==> src/rtl/t_route_stage.sv <==
// Datapath and route-decode half of a BFT t-switch: registers the three input links,
// decodes wanted directions for the arbiter, muxes on its selects and tracks deflections/errors.
module t_route_stage #(
  parameter int PACKET_BITS = 49,
  parameter int ADDR_BITS   = 5,
  parameter int LEVEL       = 1,
  parameter logic [ADDR_BITS-LEVEL-1:0] SW_ID = '0
) (
  input  logic                   clk,
  input  logic                   reset_n,
  input  logic [PACKET_BITS-1:0] l_in,
  input  logic [PACKET_BITS-1:0] r_in,
  input  logic [PACKET_BITS-1:0] u_in,
  output logic [1:0]             d_l,
  output logic [1:0]             d_r,
  output logic [1:0]             d_u,
  input  logic [1:0]             sel_l,
  input  logic [1:0]             sel_r,
  input  logic [1:0]             sel_u,
  output logic [PACKET_BITS-1:0] l_out,
  output logic [PACKET_BITS-1:0] r_out,
  output logic [PACKET_BITS-1:0] u_out,
  output logic [15:0]            defl_cnt,
  output logic                   route_err
);

  localparam logic [1:0] DIR_VOID  = 2'b00;
  localparam logic [1:0] DIR_LEFT  = 2'b01;
  localparam logic [1:0] DIR_RIGHT = 2'b10;
  localparam logic [1:0] DIR_UP    = 2'b11;

  logic [PACKET_BITS-1:0] pkt_l_p1, pkt_r_p1, pkt_u_p1;
  logic [1:0]             defl_now;
  logic                   err_now;

  function automatic logic [1:0] decode_dir(input logic vld, input logic [ADDR_BITS-1:0] addr);
    if (!vld)
      decode_dir = DIR_VOID;
    else if (addr[ADDR_BITS-1:LEVEL] != SW_ID)
      decode_dir = DIR_UP;
    else
      decode_dir = addr[LEVEL-1] ? DIR_RIGHT : DIR_LEFT;
  endfunction

  // A select naming a VOID source yields an all-zero packet, never stale payload bits.
  function automatic logic [PACKET_BITS-1:0] select_pkt(
    input logic [1:0] sel, input logic [1:0] dl, input logic [1:0] dr, input logic [1:0] du,
    input logic [PACKET_BITS-1:0] pl, input logic [PACKET_BITS-1:0] pr,
    input logic [PACKET_BITS-1:0] pu);
    select_pkt = '0;
    case (sel)
      DIR_LEFT:  if (dl != DIR_VOID) select_pkt = pl;
      DIR_RIGHT: if (dr != DIR_VOID) select_pkt = pr;
      DIR_UP:    if (du != DIR_VOID) select_pkt = pu;
      default:   select_pkt = '0;
    endcase
  endfunction

  function automatic logic is_defl(input logic [1:0] sel, input logic [1:0] own,
    input logic [1:0] dl, input logic [1:0] dr, input logic [1:0] du);
    logic [1:0] ds;
    case (sel)
      DIR_LEFT:  ds = dl;
      DIR_RIGHT: ds = dr;
      DIR_UP:    ds = du;
      default:   ds = DIR_VOID;
    endcase
    is_defl = (sel != DIR_VOID) && (ds != DIR_VOID) && (ds != own);
  endfunction

  // A live packet must be named by exactly one select: zero drops it, two or more duplicate it.
  function automatic logic src_err(input logic [1:0] code, input logic [1:0] d,
    input logic [1:0] sl, input logic [1:0] sr, input logic [1:0] su);
    logic [1:0] hits;
    hits = {1'b0, sl == code} + {1'b0, sr == code} + {1'b0, su == code};
    src_err = (d != DIR_VOID) && (hits != 2'd1);
  endfunction

  function automatic logic [15:0] sat_add(input logic [15:0] cnt, input logic [1:0] inc);
    logic [16:0] sum;
    sum = {1'b0, cnt} + {15'b0, inc};
    sat_add = sum[16] ? 16'hFFFF : sum[15:0];
  endfunction

  assign d_l = decode_dir(pkt_l_p1[PACKET_BITS-1], pkt_l_p1[PACKET_BITS-2 -: ADDR_BITS]);
  assign d_r = decode_dir(pkt_r_p1[PACKET_BITS-1], pkt_r_p1[PACKET_BITS-2 -: ADDR_BITS]);
  assign d_u = decode_dir(pkt_u_p1[PACKET_BITS-1], pkt_u_p1[PACKET_BITS-2 -: ADDR_BITS]);

  always_comb begin
    defl_now = {1'b0, is_defl(sel_l, DIR_LEFT,  d_l, d_r, d_u)}
             + {1'b0, is_defl(sel_r, DIR_RIGHT, d_l, d_r, d_u)}
             + {1'b0, is_defl(sel_u, DIR_UP,    d_l, d_r, d_u)};
    err_now  = src_err(DIR_LEFT,  d_l, sel_l, sel_r, sel_u)
             | src_err(DIR_RIGHT, d_r, sel_l, sel_r, sel_u)
             | src_err(DIR_UP,    d_u, sel_l, sel_r, sel_u);
  end

  // Stage 1: capture input links
  always_ff @(posedge clk or negedge reset_n) begin
    if (!reset_n) begin
      pkt_l_p1 <= '0;
      pkt_r_p1 <= '0;
      pkt_u_p1 <= '0;
    end else begin
      pkt_l_p1 <= l_in;
      pkt_r_p1 <= r_in;
      pkt_u_p1 <= u_in;
    end
  end

  // Stage 2: output links, deflection count and sticky error
  always_ff @(posedge clk or negedge reset_n) begin
    if (!reset_n) begin
      l_out     <= '0;
      r_out     <= '0;
      u_out     <= '0;
      defl_cnt  <= '0;
      route_err <= 1'b0;
    end else begin
      l_out     <= select_pkt(sel_l, d_l, d_r, d_u, pkt_l_p1, pkt_r_p1, pkt_u_p1);
      r_out     <= select_pkt(sel_r, d_l, d_r, d_u, pkt_l_p1, pkt_r_p1, pkt_u_p1);
      u_out     <= select_pkt(sel_u, d_l, d_r, d_u, pkt_l_p1, pkt_r_p1, pkt_u_p1);
      defl_cnt  <= sat_add(defl_cnt, defl_now);
      route_err <= route_err | err_now;
    end
  end

endmodule
==> config.mk <==
export PLATFORM = sky130hd
export DESIGN_NAME = t_route_stage
export DESIGN_NICKNAME = d
export VERILOG_FILES = /design/src/rtl/t_route_stage.sv
export SDC_FILE = /design/constraint.sdc
export NUM_CORES = 1
export LEC_CHECK = 0
export ABC_AREA = 0
export ABC_CLOCK_PERIOD_IN_PS = 3500
export BUFFER_PORTS_ARGS = -buffer_cell sky130_fd_sc_hd__buf_4
export CAP_MARGIN = 20
export CELL_PAD_IN_SITES_DETAIL_PLACEMENT = 1
export CELL_PAD_IN_SITES_GLOBAL_PLACEMENT = 2
export CORE_ASPECT_RATIO = 0.75
export CORE_UTILIZATION = 29
export CTS_CLUSTER_DIAMETER = 80
export CTS_CLUSTER_SIZE = 40
export DETAILED_ROUTE_END_ITERATION = 8
export GPL_ROUTABILITY_DRIVEN = 1
export MAX_ROUTING_LAYER = met4
export PLACE_DENSITY_LB_ADDON = 0.1
export SLEW_MARGIN = 15
export SYNTH_ARGS = -nofsm -noshare
export SYNTH_HDL_FRONTEND = slang
export SYNTH_SLANG_ARGS = --single-unit
==> constraint.sdc <==
create_clock -name clk -period 3.5 [get_ports clk]
set_clock_uncertainty 0.15 [all_clocks]
set_input_delay 0.175 -clock clk [delete_from_list [all_inputs] [get_ports clk]]
set_output_delay 0.175 -clock clk [all_outputs]
set_load 0.05 [all_outputs]
==> flow_metrics.tcl, run 1 <==
set metrics [dict create \
    outcome "completed" \
    crit_family "simple AND/OR/NAND/NOR gates" \
    r2r-end "defl_cnt[10]" \
    ys_types 42 \
    via_per_inst 5.12 \
    gp_congestion 0.810 \
    whs_ns 0.0949 \
    report.final.slew_viol_count 0 \
    ant_nets 0 \
    crit_required_ns 3.76 \
    drt_iter0_markers 1121 \
    critPathKind "register to register" \
    p_seq_share_pct 49.8 \
    die_x_um 226 \
    cpMaxStageDelayCell "or4_4" \
    cts.sinks 311 \
    worstSetupStartpointType "register" \
    synth_common_cells "311 x dfrtp_1, 158 x nor2_1, 144 x a222oi_1" \
    crit_end "defl_cnt[10]" \
    place_ws_ns -0.105 \
    synth_ff_type "dfrtp_1" \
    clk_pin_slew_worst_paths_ns 0.11 \
    fmaxAchievable_mhz 299 \
    grt_first_pass_wirelength_um 60900 \
    drt-total-wl_um 42000 \
    rsz0062_at_grt "no" \
    root_buffer "clkbuf_16" \
    syn-mean-instance-area_sq_um 13.7 \
    clockBufferDepth 3 \
    sw_frac_of_total_pct 32.2 \
    synthDominantCellAreaShare_pct 71.1 \
    cts_inserted_buffers 15 \
    clock_latency_ns 0.52 \
    fin_crit_ns 3.34 \
    yosys.area.top_type "dfrtp_1" \
    synth_area_sq_um 10900 \
    tns_ns 0 \
    max_cap_viol_count 0 \
    finalSetupViolCount 0 \
    crit_path_frequent_cell "nand2_1" \
    fin_crit_sh_pct 95.6 \
    core_sq_um 37100 \
    critPathLaunch "pkt_r_p1[47]" \
    rows 61 \
    intPower_mw 5.51 \
    dieArea_sq_um 38500 \
    area_growth_pct 48.1 \
    cp-end-kind "register" \
    leakagePower_nw 7.67 \
    cts_tree "built" \
    hold_viol 0 \
    first_global_vias 9684 \
    ir_drop_mv 0.337 \
    r2r-start "pkt_r_p1[47]" \
    netSwitchingPower_mw 2.62 \
    start_util_pct 29.5 \
    grt.overflow.total 0 \
    nFillCells 3897 \
    cp_num_cells 13 \
    min_path_cells 5 \
    hold_path.class "input port to register" \
    yosysSeqAreaShare_pct 71.1 \
    synth_warnings 0 \
    worst-r2r-setup-slack_ns 0.16 \
    pin_count 325 \
    syn_inst 797 \
    fin_nets 1423 \
    antenna_found_initial 4 \
    drive_above_1_share_pct 32.6 \
    p_clk_share_pct 27.7 \
    numPortBuffers 324 \
    maxSlewHeadroom_pct 44.2 \
    comb_power_share_pct 22.6 \
    synth_most_common_cell "dfrtp_1" \
    dpl.hpwl_um 25600 \
    path_cells "or4_4 -> o21ai_2 -> nand2_1 -> a21oi_1 -> nor2_1 -> fa_1 -> inv_1 -> ha_1 -> fa_2 -> and3_4 -> nand4_1 -> xor2_1 -> nand2_1" \
    crit_fanout 8 \
    arrival_ns 3.60 \
    grt_use_total_pct 22.0 \
    drc 0 \
    p_per_area_nw_per_um2 502 \
    synth_seq_cells 311 \
    tightest_slew_ns 0.838 \
    synth_edf_count 0 \
    syn-num-nets 959 \
    yosys-top-cells-area "dfrtp_1 71%, a222oi_1 13%, nor2_1 5.4%" \
    async_flop_share_pct 100 \
    cts.htree.levels 1 \
    wl_per_cell_um 23.6 \
    cp_num_buf_inv 1 \
    reg2regPathDepth 13 \
    slowest_delay_ns 0.56 \
    firstDrtPassIters 7 \
    via_count 9102 \
    grt_max_degree 93 \
    fin_ws_ns 0.155 \
    dieHeight_um 170 \
]
power by group through the flow:
stage,Clock (mW),Combinational (mW),Sequential (mW)
CTS,2.34,1.85,4.04
global placement,0,1.69,4.11
floorplan,0,0.400,4.63
global route,2.44,1.95,4.07
finish,2.25,1.84,4.05
detailed placement,0,1.69,4.11
tightest hold or removal path, stage by stage:
cell and delay (ns):
buf_4 0.16, nor2_4 0.06, nor2_1 0.11, ha_1 0.13, nand2b_1 0.09
worst min-delay path by stage:
stage                        start            to
after floorplan            reset_n   defl_cnt[0]
after global placement     reset_n     l_out[13]
after detailed placement   reset_n     l_out[13]
after CTS                 sel_r[0]   defl_cnt[0]
after global routing      r_in[31]  pkt_r_p1[31]
final                     sel_r[0]   defl_cnt[0]
area by class of cell:
class                      instances  area [sq um]  area share (%)
antenna                            5          12.5          0.0772
inverter                          11          41.3           0.255
clock inverter                     9           151           0.934
timing repair buffer             515          4330            26.7
tap                              504           631            3.89
sequential                       311          7780            48.0
multi-input combinational        407          2880            17.8
clock buffer                      16           379            2.34
logic make-up after synthesis:
| kind of cell | Yosys count | share of synthesized area [%] |
|---|---|---|
| multiplexers | 1 | 0.0915 |
| buffers and inverters | 79 | 3.50 |
| AO/OA/AOI/OAI | 171 | 14.8 |
| flip-flops | 311 | 71.1 |
| adder cells (fa/ha/maj) | 7 | 1.14 |
| XOR/XNOR | 7 | 0.560 |
| AND/OR/NAND/NOR | 221 | 8.81 |
flip-flops by register name, indices dropped and copies added, names as in the netlist:
| signal | cells |
|---|---|
| l_out | 49 |
| pkt_l_p1 | 49 |
| route_err | 1 |
| r_out | 49 |
| pkt_u_p1 | 49 |
| pkt_r_p1 | 49 |
| defl_cnt | 16 |
| u_out | 49 |
placed cells by master, fill, tap and decap left out, types with 4 or more instances in the layout:
cell           synthesis  final
a21oi_1                6      6
a222oi_1             144    144
diode_2                0      5
buf_4                  2    355
xor2_1                 5      5
clkbuf_16              0     15
nor2_4                 0      6
nand2b_1               6      6
o21ai_0                6      6
buf_12                 0      6
nor2_1               158    150
nand2_1               14     14
inv_1                 10     10
and2_1                 8      5
nand3_1                7      7
dlygate4sd3_1          0    153
dfrtp_1              311    310
fa_1                   5      4
nor2b_1                6      6
metrics by stage:
stage / total power [mW] / std cells / instance area (sq um) / utilization, %
2_1_floorplan: 5.03 / 797 / 10900 / -
3_3_place_gp: 5.80 / 1591 / 14000 / 37.9
3_5_place_dp: 5.80 / 1591 / 14000 / 37.9
4_1_cts: 8.23 / 1770 / 16100 / 43.5
5_1_grt: 8.46 / 1777 / 16200 / 43.7
6_report: 8.13 / 1778 / 16200 / 43.7
layer usage:
metal / global-route usage, % / wire, um / up-vias
li1: - / - / 3941
met1: 29.7 / 18100 / 4724
met3: 3.25 / 2870 / 43
met4: 5.85 / 877 / 0
met2: 34.7 / 20100 / 394
met5: - / 0 / -
repair_timing:
action | in CTS | in global routing
hold buffers | 154 | 0
endpoints found under the hold margin | 267 | 0
pin swaps | 0 | 2
setup buffers | 0 | 3
endpoints found under the setup margin | 13 | 16
resized for setup | 3 | 9
(Power assumes the default switching activity.)
==> run 2, diff against run 1 <==
Settings changed: CORE_UTILIZATION 29 to 30, HOLD_SLACK_MARGIN set to 0.03.
==> flow_metrics.tcl, run 2 (synthesized netlist as in run 1, its figures left out) <==
set metrics [dict create \
    first_global_vias 9813 \
    crit_fanout 8 \
    post-route-util_pct 45.1 \
    firstDrtPassIters 9 \
    cpMaxStageDelayCell "or4_4" \
    leakagePower_nw 7.67 \
    grt_first_pass_wirelength_um 61400 \
    outcome "completed" \
    p_per_area_nw_per_um2 501 \
    grt_use_total_pct 22.6 \
    dieArea_sq_um 37300 \
    slowest_delay_ns 0.57 \
    worst-r2r-setup-slack_ns 0.08 \
    maxSlewHeadroom_pct 44.6 \
    grt.overflow.total 0 \
    placement.cell_area_sq_um 14000 \
    crit_family "simple AND/OR/NAND/NOR gates" \
    place_ws_ns -0.126 \
    root_buffer "clkbuf_16" \
    wl_per_cell_um 24.0 \
    nFillCells 3740 \
    report.final.slew_viol_count 0 \
    fin_ws_ns 0.0777 \
    path_cells "or4_4 -> o21ai_2 -> nand2_1 -> a21oi_2 -> nor2_1 -> fa_1 -> inv_1 -> ha_2 -> fa_2 -> and3_4 -> nand4_1 -> xor2_1 -> nand2_1" \
    clk_pin_slew_worst_paths_ns 0.14 \
    finalSetupViolCount 0 \
    drt-total-wl_um 41700 \
    hold_viol 0 \
    area_growth_pct 47.8 \
    most-common-layout-cells "351 x buf_4, 310 x dfrtp_1, 154 x dlygate4sd3_1" \
    whs_ns 0.107 \
    drt_iter0_markers 979 \
    arrival_ns 3.68 \
    r2r-start "pkt_r_p1[45]" \
    rsz0062_at_grt "yes" \
    rows 60 \
    tns_ns 0 \
    crit_path_frequent_cell "nand2_1" \
    drc 0 \
    gp_congestion 0.824 \
    tightest_slew_ns 0.828 \
    pin_count 325 \
    clockBufferDepth 3 \
    fin_crit_sh_pct 97.8 \
    antenna_found_initial 2 \
    ir_drop_mv 0.328 \
    crit_required_ns 3.76 \
    dpl.hpwl_um 24800 \
    reg2regPathDepth 13 \
    via_count 9090 \
    totalPowerFinal_mw 8.10 \
    max_cap_viol_count 0 \
    ff_latch_area_sq_um 7780 \
    cts_inserted_buffers 14 \
    ant_nets 0 \
    multiInputGateArea_sq_um 2900 \
    cts.htree.levels 1 \
    worstSetupStartpointType "register" \
    cts_tree "built" \
    cp-end-kind "register" \
    fmaxAchievable_mhz 292 \
    numPortBuffers 324 \
    via_per_inst 5.24 \
    placedCellCount 1548 \
    drive_above_1_share_pct 32.7 \
    start_util_pct 30.5 \
    fin_crit_ns 3.42 \
    mostFrequentLayoutCell "buf_4" \
    final_cells 1734 \
    clock_latency_ns 0.55 \
    dieHeight_um 167 \
    die_x_um 223 \
    cp_num_buf_inv 1 \
    hold_path.class "input port to async pin" \
    core_sq_um 35900 \
    r2r-end "defl_cnt[10]" \
    fin_nets 1421 \
    critPathKind "register to register" \
    cts.sinks 311 \
    grt_max_degree 98 \
    final_cell_area_sq_um 16200 \
]
-- run 2: changes by cell type in the layout (fill, tap and decap cells not counted), sizes merged, moves of 2 or more --
cell	delta
buf	-2
inv	+3
clkinv	-2
diode	-3
-- run 2: how the worst max path moves through the flow --
stage	from	endpoint	cells after the start
finish	pkt_r_p1[45]	defl_cnt[10]	13
global route	pkt_r_p1[45]	defl_cnt[10]	13
global placement	pkt_u_p1[47]	defl_cnt[6]	12
detailed placement	pkt_u_p1[47]	defl_cnt[6]	12
floorplan	pkt_r_p1[47]	defl_cnt[11]	14
CTS	pkt_u_p1[47]	defl_cnt[10]	13
-- run 2: metal layers --
layer | part of all wire, % | vias to the layer above | global-route usage [%] | wire, um
li1 | - | 3926 | - | -
met1 | 43 | 4745 | 29.5 | 18000
met2 | 49 | 368 | 36.8 | 20400
met3 | 5.5 | 51 | 3.26 | 2280
met4 | 2.5 | 0 | 6.48 | 1060
met5 | 0 | - | - | 0
-- run 2: report_power, final --
part           switching (mW)  internal [mW]
Clock                    1.28          0.935
Sequential              0.202           3.84
Combinational            1.17          0.677
-- run 2: timing repair --
action | 4_1_cts | 5_1_grt
gates resized for setup | 4 | 13
setup endpoints to repair | 16 | 16
pin swaps | 0 | 4
hold endpoints to repair | 283 | 0
buffers inserted | 1 | 4
hold buffers | 155 | 0
-- run 2: area by class of cell --
class / count / share of cell area, %
antenna: 2 / 0.0309
clock buffer: 15 / 2.32
clock inverter: 9 / 0.843
inverter: 11 / 0.255
multi-input combinational: 407 / 17.9
sequential: 311 / 48.1
tap: 465 / 3.60
timing repair buffer: 514 / 26.9
==> run 3, diff against run 2 <==
Settings changed: ABC_CLOCK_PERIOD_IN_PS 3500 to 3400, CORE_UTILIZATION 30 to 34.
Clock period 3.5 ns to 3.4 ns, I/O delays scaled along.
==> flow_metrics.tcl, run 3 (synthesized netlist as in run 1, its figures left out) <==
set metrics [dict create \
    path_cells "or4_4 -> o21ai_2 -> nand2_1 -> a21oi_2 -> nor2_2 -> fa_1 -> inv_2 -> ha_4 -> fa_2 -> and3_4 -> nand4_1 -> xor2_1 -> nand2_1" \
    p_per_area_nw_per_um2 514 \
    fmaxAchievable_mhz 298 \
    slowest_delay_ns 0.58 \
    most-common-layout-cells "363 x buf_4, 311 x dfrtp_1, 154 x dlygate4sd3_1" \
    mostFrequentLayoutCell "buf_4" \
    drt-total-wl_um 40700 \
    clock_latency_ns 0.52 \
    max_cap_viol_count 0 \
    violations "design-rule violations" \
    crit_required_ns 3.66 \
    hold_path.class "input port to async pin" \
    fin_nets 1435 \
    intPower_mw 5.58 \
    rows 56 \
    report.final.slew_viol_count 0 \
    fin_crit_ns 3.35 \
    ir_drop_mv 0.322 \
    dieArea_sq_um 32900 \
    first_global_vias 9666 \
    dieHeight_um 157 \
    antennaDiodeCount 0 \
    sw_frac_of_total_pct 33.0 \
    placement.cell_area_sq_um 14000 \
    maxSlewHeadroom_pct 42.3 \
    antenna_found_initial 0 \
    wl_per_cell_um 24.1 \
    crit_path_frequent_cell "nand2_1" \
    critPathKind "register to register" \
    finalSetupViolCount 0 \
    area_growth_pct 48.0 \
    clockBufferDepth 3 \
    whs_ns 0.0475 \
    cts_inserted_buffers 14 \
    core_sq_um 31500 \
    worstSetupStartpointType "register" \
    pin_count 325 \
    reg2regPathDepth 13 \
    drc 1 \
    nFillCells 3226 \
    crit_fanout 8 \
    comb_power_share_pct 23.4 \
    die_x_um 209 \
    dpl.hpwl_um 24400 \
    post-route-util_pct 51.5 \
    via_count 9165 \
    ant_nets 0 \
    firstDrtPassIters 9 \
    cts_tree "built" \
    grt_first_pass_wirelength_um 59600 \
    cp-end-kind "register" \
    r2r-end "defl_cnt[10]" \
    gp_congestion 0.844 \
    grt_max_degree 79 \
    rsz0062_at_grt "yes" \
    r2r-start "pkt_r_p1[44]" \
    start_util_pct 34.8 \
    fin_crit_sh_pct 98.6 \
    tightest_slew_ns 0.863 \
    outcome "finished with violations" \
    numPortBuffers 324 \
    leakagePower_nw 7.73 \
    hold_viol 0 \
    grt_use_total_pct 24.8 \
    arrival_ns 3.61 \
    netSwitchingPower_mw 2.75 \
    cpMaxStageDelayCell "or4_4" \
    grt.overflow.total 0 \
    final_cell_area_sq_um 16200 \
    cts.sinks 311 \
    via_per_inst 5.44 \
    drt_iter0_markers 1130 \
    p_clk_share_pct 26.6 \
    drive_above_1_share_pct 33.5 \
    p_seq_share_pct 50.0 \
    root_buffer "clkbuf_16" \
    cts.htree.levels 1 \
    worst-r2r-setup-slack_ns 0.05 \
    clk_pin_slew_worst_paths_ns 0.12 \
]
## run 3: cell count changes in the layout (fill, tap and decap cells not counted), sizes merged
| cell | before | now |
|---|---|---|
| clkinv | 0 | 2 |
| inv | 18 | 17 |
| buf | 360 | 374 |
| bufinv | 1 | 0 |
| diode | 2 | 0 |
| clkinvlp | 1 | 0 |
## run 3: area by class of cell
class | instances | area [sq um] | area share, %
Clock buffer | 15 | 375 | 2.32
Sequential cell | 311 | 7780 | 48.0
Multi-Input combinational cell | 407 | 2920 | 18.0
Timing Repair Buffer | 528 | 4460 | 27.5
Inverter | 11 | 41.3 | 0.255
Clock inverter | 8 | 123 | 0.757
Tap cell | 406 | 508 | 3.14
## run 3: power by group through the flow
| stage | clock network (mW) | registers (mW) | logic (mW) |
|---|---|---|---|
| 2_1_floorplan | 0 | 4.76 | 0.412 |
| 3_3_place_gp | 0 | 4.22 | 1.73 |
| 3_5_place_dp | 0 | 4.22 | 1.74 |
| 4_1_cts | 2.29 | 4.15 | 1.90 |
| 5_1_grt | 2.40 | 4.19 | 2.06 |
| 6_report | 2.21 | 4.16 | 1.95 |
## run 3: through the flow
| stage | std cells | power, mW | setup WS, ns | TNS (ns) |
|---|---|---|---|---|
| finish | 1686 | 8.32 | 0.0482 | 0 |
| global route | 1686 | 8.65 | -0.0641 | -0.215 |
| CTS | 1683 | 8.35 | 0.0140 | 0 |
| detailed placement | 1505 | 5.97 | -0.206 | -2.64 |
| global placement | 1505 | 5.95 | -0.108 | -1.11 |
| floorplan | 797 | 5.18 | 0.0239 | 0 |
## run 3: worst max-delay path: cells and delay by family (launching register included)
family,cells,cell delay (ns)
flip-flops,1,0.40
buffers and inverters,1,0.05
AND/OR/NAND/NOR,6,1.12
adder cells (fa/ha/maj),3,1.05
AO/OA/AOI/OAI,2,0.32
XOR/XNOR,1,0.17
## run 3: how the worst max path moves through the flow
stage / startpoint / endpoint / slack (ns) / cells past startpoint
2_1_floorplan: pkt_r_p1[47] / defl_cnt[11] / 0.02 / 14
3_3_place_gp: pkt_l_p1[46] / defl_cnt[10] / -0.11 / 13
3_5_place_dp: pkt_l_p1[46] / defl_cnt[10] / -0.21 / 13
4_1_cts: pkt_l_p1[46] / defl_cnt[0] / 0.01 / 13
5_1_grt: pkt_r_p1[44] / defl_cnt[10] / -0.06 / 13
6_report: pkt_r_p1[44] / defl_cnt[10] / 0.05 / 13
## run 3: timing repair
action,4_1_cts,5_1_grt
setup buffers,0,3
pin swaps,0,10
hold endpoints to repair,360,0
hold buffers,155,0
resized for setup,5,16
endpoints found under the setup margin,16,16
## run 3: layer usage
metal	vias up	global-route usage [%]	wire, um
met5	-	-	0
met4	0	5.32	636
met3	35	3.07	2590
met2	412	40.4	19900
met1	4760	33.4	17500
li1	3958	-	-
